$ cat config.mk
export PLATFORM = sky130hd
export DESIGN_NAME = status_flag_controller_flat
export DESIGN_NICKNAME = d
export VERILOG_FILES = /design/src/rtl/cpu_pkg.sv /design/src/rtl/status_flag_controller_if.sv /design/src/rtl/status_flag_controller.sv /design/src/flat_wrapper.sv
export SDC_FILE = /design/constraint.sdc
export NUM_CORES = 1
export LEC_CHECK = 0
export ABC_AREA = 1
export CORE_MARGIN = 2
export CORE_UTILIZATION = 42
export CTS_BUF_LIST = sky130_fd_sc_hd__clkbuf_8
export DETAILED_ROUTE_END_ITERATION = 7
export PLACE_DENSITY_LB_ADDON = 0.2
export SLEW_MARGIN = 10
export SYNTH_ARGS = -nofsm -noshare
export SYNTH_HDL_FRONTEND = slang
export SYNTH_SLANG_ARGS = --single-unit
$ cat constraint.sdc
create_clock -name clk -period 2.8 [get_ports clk]
set_input_delay 0.42 -clock clk [delete_from_list [all_inputs] [get_ports clk]]
set_output_delay 0.42 -clock clk [all_outputs]
set_load 0.005 [all_outputs]
$ cat src/rtl/cpu_pkg.sv
// ---------------------------------------------------------------------------
// cpu_pkg
// Shared definitions for the 6502 processor status (P) register logic.
//   flag_op_e    : explicit flag instructions carried on flag_op (3 bits)
//   stack_fsm_e  : states of the push/pull sequencer
//   P_*          : bit positions inside the P byte {N,V,1,B,D,I,Z,C}
//   pack_p()     : assembles a P byte from individual flag values
// ---------------------------------------------------------------------------
package cpu_pkg;

    typedef enum logic [2:0] {
        OP_CLC = 3'd0,
        OP_SEC = 3'd1,
        OP_CLI = 3'd2,
        OP_SEI = 3'd3,
        OP_CLV = 3'd4,
        OP_CLD = 3'd5,
        OP_SED = 3'd6,
        OP_NOP = 3'd7
    } flag_op_e;

    typedef enum logic [1:0] {
        IDLE = 2'd0,
        PUSH = 2'd1,
        PULL = 2'd2
    } stack_fsm_e;

    localparam int P_N = 7;
    localparam int P_V = 6;
    localparam int P_U = 5;
    localparam int P_B = 4;
    localparam int P_D = 3;
    localparam int P_I = 2;
    localparam int P_Z = 1;
    localparam int P_C = 0;

    // Bit 5 of P reads as 1 and bit 4 (B) only exists in pushed copies.
    localparam logic [7:0] P_U_SET  = 8'h20;
    localparam logic [7:0] P_B_KEEP = 8'hEF;

    function automatic logic [7:0] pack_p(
        input logic n,
        input logic v,
        input logic b,
        input logic d,
        input logic i,
        input logic z,
        input logic c
    );
        return {n, v, 1'b1, b, d, i, z, c};
    endfunction

endpackage

$ cat src/rtl/status_flag_controller_if.sv
// ---------------------------------------------------------------------------
// status_flag_controller_if
// Stack memory port used to push and pull the P register.
//   mem_req   : request, held until mem_ack
//   mem_we    : 1 = write (push), 0 = read (pull)
//   mem_wdata : byte written on a push
//   mem_rdata : byte returned on a pull, valid with mem_ack
//   mem_ack   : one-cycle completion strobe from memory
// master = status flag controller, slave = stack memory.
// ---------------------------------------------------------------------------
interface status_flag_controller_if;

    logic       mem_req;
    logic       mem_we;
    logic [7:0] mem_wdata;
    logic [7:0] mem_rdata;
    logic       mem_ack;

    modport master (
        output mem_req,
        output mem_we,
        output mem_wdata,
        input  mem_rdata,
        input  mem_ack
    );

    modport slave (
        input  mem_req,
        input  mem_we,
        input  mem_wdata,
        output mem_rdata,
        output mem_ack
    );

endinterface

$ cat src/rtl/status_flag_controller.sv
// ---------------------------------------------------------------------------
// status_flag_controller
// Owns the 6502 P register and sequences every write to it: masked ALU flag
// updates, explicit set/clear instructions, and push/pull of P over the
// stack memory handshake.
//
// Ports:
//   clk, reset        : clock, synchronous active-high reset
//   alu_valid         : apply alu_flags under alu_mask ({N,V,Z,C})
//   flag_op_valid     : apply flag_op (CLC,SEC,CLI,SEI,CLV,CLD,SED,NOP)
//   push_start        : start a push of P, push_brk gives the B bit
//   pull_start        : start a pull of P
//   mem_if            : stack memory request/ack port (master side)
//   busy              : a push or pull is in progress
//   p_out             : {N,V,1,0,D,I,Z,C}
//   flag_*            : individual flag outputs
// ---------------------------------------------------------------------------
module status_flag_controller
    import cpu_pkg::*;
#(
    parameter bit IRQ_MASK_RESET = 1'b1
) (
    input  logic                             clk,
    input  logic                             reset,
    input  logic                             alu_valid,
    input  logic [3:0]                       alu_mask,
    input  logic [3:0]                       alu_flags,
    input  logic                             flag_op_valid,
    input  logic [2:0]                       flag_op,
    input  logic                             push_start,
    input  logic                             push_brk,
    input  logic                             pull_start,
    status_flag_controller_if.master         mem_if,
    output logic                             busy,
    output logic [7:0]                       p_out,
    output logic                             flag_negative,
    output logic                             flag_overflow,
    output logic                             flag_decimal,
    output logic                             flag_irq_disable,
    output logic                             flag_zero,
    output logic                             flag_carry
);

    localparam logic [7:0] P_RESET = pack_p(1'b0, 1'b0, 1'b0, 1'b0,
                                            IRQ_MASK_RESET, 1'b0, 1'b0);

    stack_fsm_e state_reg, state_next;
    // Full P byte; bit 5 stays 1 and bit 4 stays 0 because no path ever
    // writes them with anything else.
    logic [7:0] p_reg, p_next;
    logic [7:0] wdata_reg, wdata_next;

    // -----------------------------------------------------------------------
    // State registers
    // -----------------------------------------------------------------------
    always_ff @(posedge clk) begin
        if (reset) begin
            state_reg <= IDLE;
            p_reg     <= P_RESET;
            wdata_reg <= 8'h00;
        end else begin
            state_reg <= state_next;
            p_reg     <= p_next;
            wdata_reg <= wdata_next;
        end
    end

    // -----------------------------------------------------------------------
    // Next-state and flag merge
    // -----------------------------------------------------------------------
    always_comb begin
        state_next = state_reg;
        p_next     = p_reg;
        wdata_next = wdata_reg;

        if (state_reg == PULL) begin
            // A pull owns the register: ALU and flag-op requests are dropped
            // for its whole duration, including the ack cycle.
            if (mem_if.mem_ack) begin
                p_next     = (mem_if.mem_rdata | P_U_SET) & P_B_KEEP;
                state_next = IDLE;
            end
        end else begin
            if (alu_valid) begin
                if (alu_mask[3]) p_next[P_N] = alu_flags[3];
                if (alu_mask[2]) p_next[P_V] = alu_flags[2];
                if (alu_mask[1]) p_next[P_Z] = alu_flags[1];
                if (alu_mask[0]) p_next[P_C] = alu_flags[0];
            end

            // Applied after the ALU merge so an explicit op wins a conflict.
            if (flag_op_valid) begin
                case (flag_op_e'(flag_op))
                    OP_CLC:  p_next[P_C] = 1'b0;
                    OP_SEC:  p_next[P_C] = 1'b1;
                    OP_CLI:  p_next[P_I] = 1'b0;
                    OP_SEI:  p_next[P_I] = 1'b1;
                    OP_CLV:  p_next[P_V] = 1'b0;
                    OP_CLD:  p_next[P_D] = 1'b0;
                    OP_SED:  p_next[P_D] = 1'b1;
                    default: ;
                endcase
            end

            if (state_reg == IDLE) begin
                if (pull_start) begin
                    state_next = PULL;
                end else if (push_start) begin
                    state_next = PUSH;
                    // Snapshot from p_reg, so the same-cycle update is not in it.
                    wdata_next = pack_p(p_reg[P_N], p_reg[P_V], push_brk,
                                        p_reg[P_D], p_reg[P_I], p_reg[P_Z],
                                        p_reg[P_C]);
                end
            end else if (mem_if.mem_ack) begin
                state_next = IDLE;
            end
        end
    end

    // -----------------------------------------------------------------------
    // Outputs (all decoded from registers)
    // -----------------------------------------------------------------------
    assign busy             = (state_reg != IDLE);
    assign mem_if.mem_req   = (state_reg != IDLE);
    assign mem_if.mem_we    = (state_reg == PUSH);
    assign mem_if.mem_wdata = wdata_reg;

    assign p_out            = p_reg;
    assign flag_negative    = p_reg[P_N];
    assign flag_overflow    = p_reg[P_V];
    assign flag_decimal     = p_reg[P_D];
    assign flag_irq_disable = p_reg[P_I];
    assign flag_zero        = p_reg[P_Z];
    assign flag_carry       = p_reg[P_C];

endmodule

$ cat src/flat_wrapper.sv
// flat-port wrapper written by rule: the top's interface ports become plain ports
module status_flag_controller_flat import cpu_pkg::*;
#(
    parameter bit IRQ_MASK_RESET = 1'b1
)
  (clk, reset, alu_valid, alu_mask, alu_flags, flag_op_valid, flag_op, push_start, push_brk, pull_start, busy, p_out, flag_negative, flag_overflow, flag_decimal, flag_irq_disable, flag_zero, flag_carry, mem_if_mem_req, mem_if_mem_we, mem_if_mem_wdata, mem_if_mem_rdata, mem_if_mem_ack);
  status_flag_controller_if mem_if_i ();
  input  logic clk;
  input  logic reset;
  input  logic alu_valid;
  input  logic [3:0] alu_mask;
  input  logic [3:0] alu_flags;
  input  logic flag_op_valid;
  input  logic [2:0] flag_op;
  input  logic push_start;
  input  logic push_brk;
  input  logic pull_start;
  output logic busy;
  output logic [7:0] p_out;
  output logic flag_negative;
  output logic flag_overflow;
  output logic flag_decimal;
  output logic flag_irq_disable;
  output logic flag_zero;
  output logic flag_carry;
  output wire logic [$bits(mem_if_i.mem_req)-1:0] mem_if_mem_req;
  output wire logic [$bits(mem_if_i.mem_we)-1:0] mem_if_mem_we;
  output wire logic [$bits(mem_if_i.mem_wdata)-1:0] mem_if_mem_wdata;
  input wire logic [$bits(mem_if_i.mem_rdata)-1:0] mem_if_mem_rdata;
  input wire logic [$bits(mem_if_i.mem_ack)-1:0] mem_if_mem_ack;
  assign mem_if_mem_req = mem_if_i.mem_req;
  assign mem_if_mem_we = mem_if_i.mem_we;
  assign mem_if_mem_wdata = mem_if_i.mem_wdata;
  assign mem_if_i.mem_rdata = mem_if_mem_rdata;
  assign mem_if_i.mem_ack = mem_if_mem_ack;
  status_flag_controller #(.IRQ_MASK_RESET(IRQ_MASK_RESET)) u_core (.clk(clk), .reset(reset), .alu_valid(alu_valid), .alu_mask(alu_mask), .alu_flags(alu_flags), .flag_op_valid(flag_op_valid), .flag_op(flag_op), .push_start(push_start), .push_brk(push_brk), .pull_start(pull_start), .mem_if(mem_if_i), .busy(busy), .p_out(p_out), .flag_negative(flag_negative), .flag_overflow(flag_overflow), .flag_decimal(flag_decimal), .flag_irq_disable(flag_irq_disable), .flag_zero(flag_zero), .flag_carry(flag_carry));
endmodule
* After elaboration in Yosys (flattened, before gate mapping)
Cells that the tools add are included.
** Storage, ports and cells
- Output and inout bits :: 25
- Register bits :: 16
** Cells by class
- Eq/ne operators :: 10
- Reduce and logical (&&, ||, !) cells :: 14
- Muxes and demuxes :: 21
- Bitwise logic cells :: 2
** Operators by type and width (number)
- $mux W2 :: 9
- $reduce_and A3 Y1 :: 4
- $reduce_bool A2 Y1 :: 5
- $eq A3 B3 Y1 const B :: 3
- $mux W8 :: 1
- $mux W1 :: 7
- $eq A3 B2 Y1 const B :: 2
- $pmux W1 S2 :: 3
- $reduce_bool A3 Y1 :: 2
- $mux W4 :: 1
- $ne A4 B3 Y1 const B :: 1
- $reduce_and A4 Y1 :: 1
- $eq A3 B1 Y1 const B :: 1
- $logic_not A3 Y1 :: 1
- $eq A2 B1 Y1 const B :: 1
- $eq A2 B2 Y1 const B :: 1
- $logic_not A2 Y1 :: 1
- $ne A2 B2 Y1 const B :: 1
- $not A1 Y1 :: 2

* Longest topological paths before layout
- Depth in word-level cells :: 5
- Mapped depth :: 7
- Depth with buffers taken out :: 7

* Worst setup path before layout
OpenSTA, ideal clock, no wires.
- Path kind :: register to output
- From :: register u_core.state_reg[1]
- To :: output port mem_if_mem_req
- Cell stages (with the launch flop) :: 4
- Path slack :: 1690 ps
- Arrival :: 690 ps
- Cells stage by stage :: dfxtp_1 -> nor2_1 -> inv_1 -> buf_4
** Between the ends
- Word-level cells in the longest chain between the ends :: 1
** RTL lines
- from (decl) :: line status_flag_controller.sv:47 : stack_fsm_e state_reg, state_next;
- from (signal assigned) :: line status_flag_controller.sv:62 : state_reg <= state_next;
- $reduce_bool A2 Y1
- to (decl) :: line flat_wrapper.sv:26 : output wire logic [$bits(mem_if_i.mem_req)-1:0] mem_if_mem_req;
Every way passes these cells.

* Worst setup path in the final report
- From :: register u_core.state_reg[1]
- To :: output port busy
** Between the ends
- Word-level cells in the longest chain between the ends :: 1
** RTL lines
- $reduce_bool A2 Y1 :: line status_flag_controller.sv:124 : assign busy = (state_reg != IDLE);
- to (decl) :: line flat_wrapper.sv:18 : output logic busy;
Every way passes these cells.

==> impl_metrics.py <==
metrics = {
    "floorplan": {
        "fp-row-count": 16,
        "die_w_microns": 50.73,
        "ios": 52,
        "core-area_sq_um": 2002,
        "start_util": 0.4581,
        "die_h_microns": 50.73,
        "dieArea_sq_um": 2574,
    },
    "placed_design": {
        "place_congestion": 0.7897,
        "io_buffers": 47,
        "dp_hpwl_mm": 1.862,
    },
    "grt": {
        "grt_max_degree": 14,
        "grt_usage": 0.2147,
        "grt_pass1_vias": 930,
        "antenna_found_initial": 0,
        "grt_overflow": 0,
        "grt_pass1_wl_mm": 4.084,
    },
    "synthesis": {
        "synth_area_sq_um": 917.1,
        "yosysTopAreaCell": "dfxtp_1",
        "synth.yosys.seq_area_share": 0.3492,
        "ys.flop_type": "dfxtp_1",
        "netlist_top_cells_count": "nand2_1 (24), nand3_1 (22), inv_1 (17), dfxtp_1 (16), a21oi_1 (15)",
        "synthTopCellsByArea": "dfxtp_1 (35%), nand3_1 (12%), nand2_1 (9.8%), a21oi_1 (8.2%), buf_4 (7.4%)",
        "synth_edf_count": 0,
        "synth.most_common_cell": "nand2_1",
        "synth-async-reset-ratio": 0,
        "synthCells": 138,
        "syn_avg_cell_area_sq_um": 6.646,
        "synth_nets": 165,
        "yosysWarnings": 0,
        "synth_cell_type_count": 20,
        "synth_top_area_frac": 0.3492,
        "ys_ff_latch": 16,
    },
    "sta": {
        "period_share": 0.6327,
        "whs_ns": 0.4607,
        "clock-skew-final_ns": 0.001010,
        "setup_viol": 0,
        "hold_viol": 0,
        "rsz0062_at_grt": "no",
        "min_period_ns": 1.772,
        "finalSetupTns_ns": 0,
        "slew_viol_final": 0,
        "max_freq_ghz": 0.5645,
    },
    "setup_path": {
        "reg2reg_depth": 6,
        "arrival_ns": 1.35,
        "crit_family": "buffers and inverters",
        "critPathCapture": "busy",
        "crit_fanout": 6,
        "cpPeakStageDelay_ns": 0.50,
        "worstSetupPathDepth": 3,
        "worstReg2RegEnd": "u_core.mem_if.mem_wdata[2]",
        "crit_required_ns": 2.38,
        "r2r-start": "u_core.state_reg[1]",
        "rrSetupSlack_ns": 1.58,
        "start_kind": "flip-flop",
        "crit_path_start": "u_core.state_reg[1]",
        "end_kind": "primary output",
        "path_class": "reg -> out",
        "cp_cell_sequence": "nor2_1, inv_1, clkdlybuf4s50_1",
        "cp_num_buf_inv": 2,
        "slowest_stage": "clkdlybuf4s50_1",
    },
    "final_layout": {
        "syn_to_final_growth_pct": 51.43,
        "layout-drive-gt1-share": 0.07345,
        "largest_register_ffs": 8,
        "final_nets": 205,
        "antenna_cells": 0,
    },
    "clock_network": {
        "clockBufferDepth": 2,
        "cts_hold_buf": 0,
        "cts_sinks": 16,
        "numCtsBuffers": 3,
        "cts_tree": "yes",
        "clkTransAtPathRegs_ns": 0.06,
        "clockRootBuffer": "clkbuf_8",
        "cts_setup_buffers": 0,
        "insertion_delay_ns": 0.25,
        "cts.repair.resized": 0,
        "cts_max_level": 1,
    },
    "min_path": {
        "hold_class": "reg -> reg",
    },
    "routing": {
        "ant_nets": 0,
        "drc": 0,
        "drt_first_pass_iters": 4,
        "wl_mm": 2.334,
        "wl_per_cell_microns": 11.44,
        "first_iter_violations": 28,
        "via_count": 1005,
        "via_per_inst": 4.926,
    },
    "pwr": {
        "vdd_ir_drop_max_mv": 0.4155,
        "p_per_area_nw_per_um2": 455.6,
        "power_leakage_uw": 0.0005944,
    },
    "run_status": {
        "status": "finished clean",
    },
    "flow_run": {
        "cap_violations": 0,
    },
}
-- cells by family (layout without fill, tap and decap cells) --
| logic type | count (synthesis) | in the layout | synth area share |
|---|---|---|---|
| DFF | 16 | 16 | 0.3493 |
| buffers and inverters | 30 | 69 | 0.1691 |
| other | 2 | 2 | 0.008189 |
| AOI/OAI and AO/OA | 23 | 23 | 0.1282 |
| and+or+nand+nor | 67 | 67 | 0.3452 |
-- power breakdown --
part	internal, uW	switching [uW]	total (uW)
registers	243	14.9	258
clock network	125	79.2	204
logic	97.3	73.0	170
-- routing by layer --
layer | global-route usage | vias up | wire (microns)
met4 | 0.09459 | 0 | 43
met5 | 0 | - | 0
met1 | 0.2271 | 459 | 925
li1 | - | 516 | -
met3 | 0.05952 | 5 | 137
met2 | 0.3925 | 25 | 1228
-- how the worst min path moves through the flow --
stage	startpoint	endpoint	slack, ns	cells after the start
5_1_grt	u_core.mem_if.mem_wdata[6]	u_core.mem_if.mem_wdata[6]	0.49	2
3_5_place_dp	u_core.mem_if.mem_wdata[0]	u_core.mem_if.mem_wdata[0]	0.45	2
2_1_floorplan	u_core.mem_if.mem_wdata[5]	u_core.mem_if.mem_wdata[5]	0.45	2
6_report	u_core.mem_if.mem_wdata[6]	u_core.mem_if.mem_wdata[6]	0.46	2
4_1_cts	u_core.mem_if.mem_wdata[0]	u_core.mem_if.mem_wdata[0]	0.46	2
3_3_place_gp	u_core.mem_if.mem_wdata[5]	u_core.mem_if.mem_wdata[5]	0.44	2
-- through the flow --
step | instances | util | worst slack, ns | power, uW | area (sq um)
after floorplan | 138 | - | 1.690 | 349.3 | 917.1
after global placement | 200 | 0.6663 | 1.156 | 429.6 | 1334
after detailed placement | 200 | 0.6663 | 1.141 | 434.4 | 1334
after CTS | 204 | 0.6938 | 1.017 | 640.9 | 1389
after global routing | 204 | 0.6938 | 0.9563 | 667.1 | 1389
final | 204 | 0.6938 | 1.028 | 632.8 | 1389
-- tightest hold or removal path: stages (launching register included) --
cell and delay (ns):
dfxtp_1 0.31, nand2_1 0.06, a21oi_1 0.05
-- area by class of cell --
class | instances | area (sq um)
well taps | 27 | 33.78
repair buffers | 47 | 470.5
inverters | 18 | 67.56
flip-flops and latches | 16 | 320.3
fillers | 172 | 613.1
clock buffers | 4 | 55.05
multi-input cells | 92 | 441.7
-- cells in the final DEF (no fill, tap or decap), drive strengths merged --
cell type,synthesis,layout
clkbuf,1,4
dfxtp,16,16
nand3,22,22
or2,1,1
a22oi,1,1
conb,2,2
inv,18,18
nor2,12,12
a21oi,15,15
clkdlybuf4s50,0,47
nand2,29,29
nand4,3,3
o21ai,7,7
Note: power is estimated with default switching activity, not from simulation.
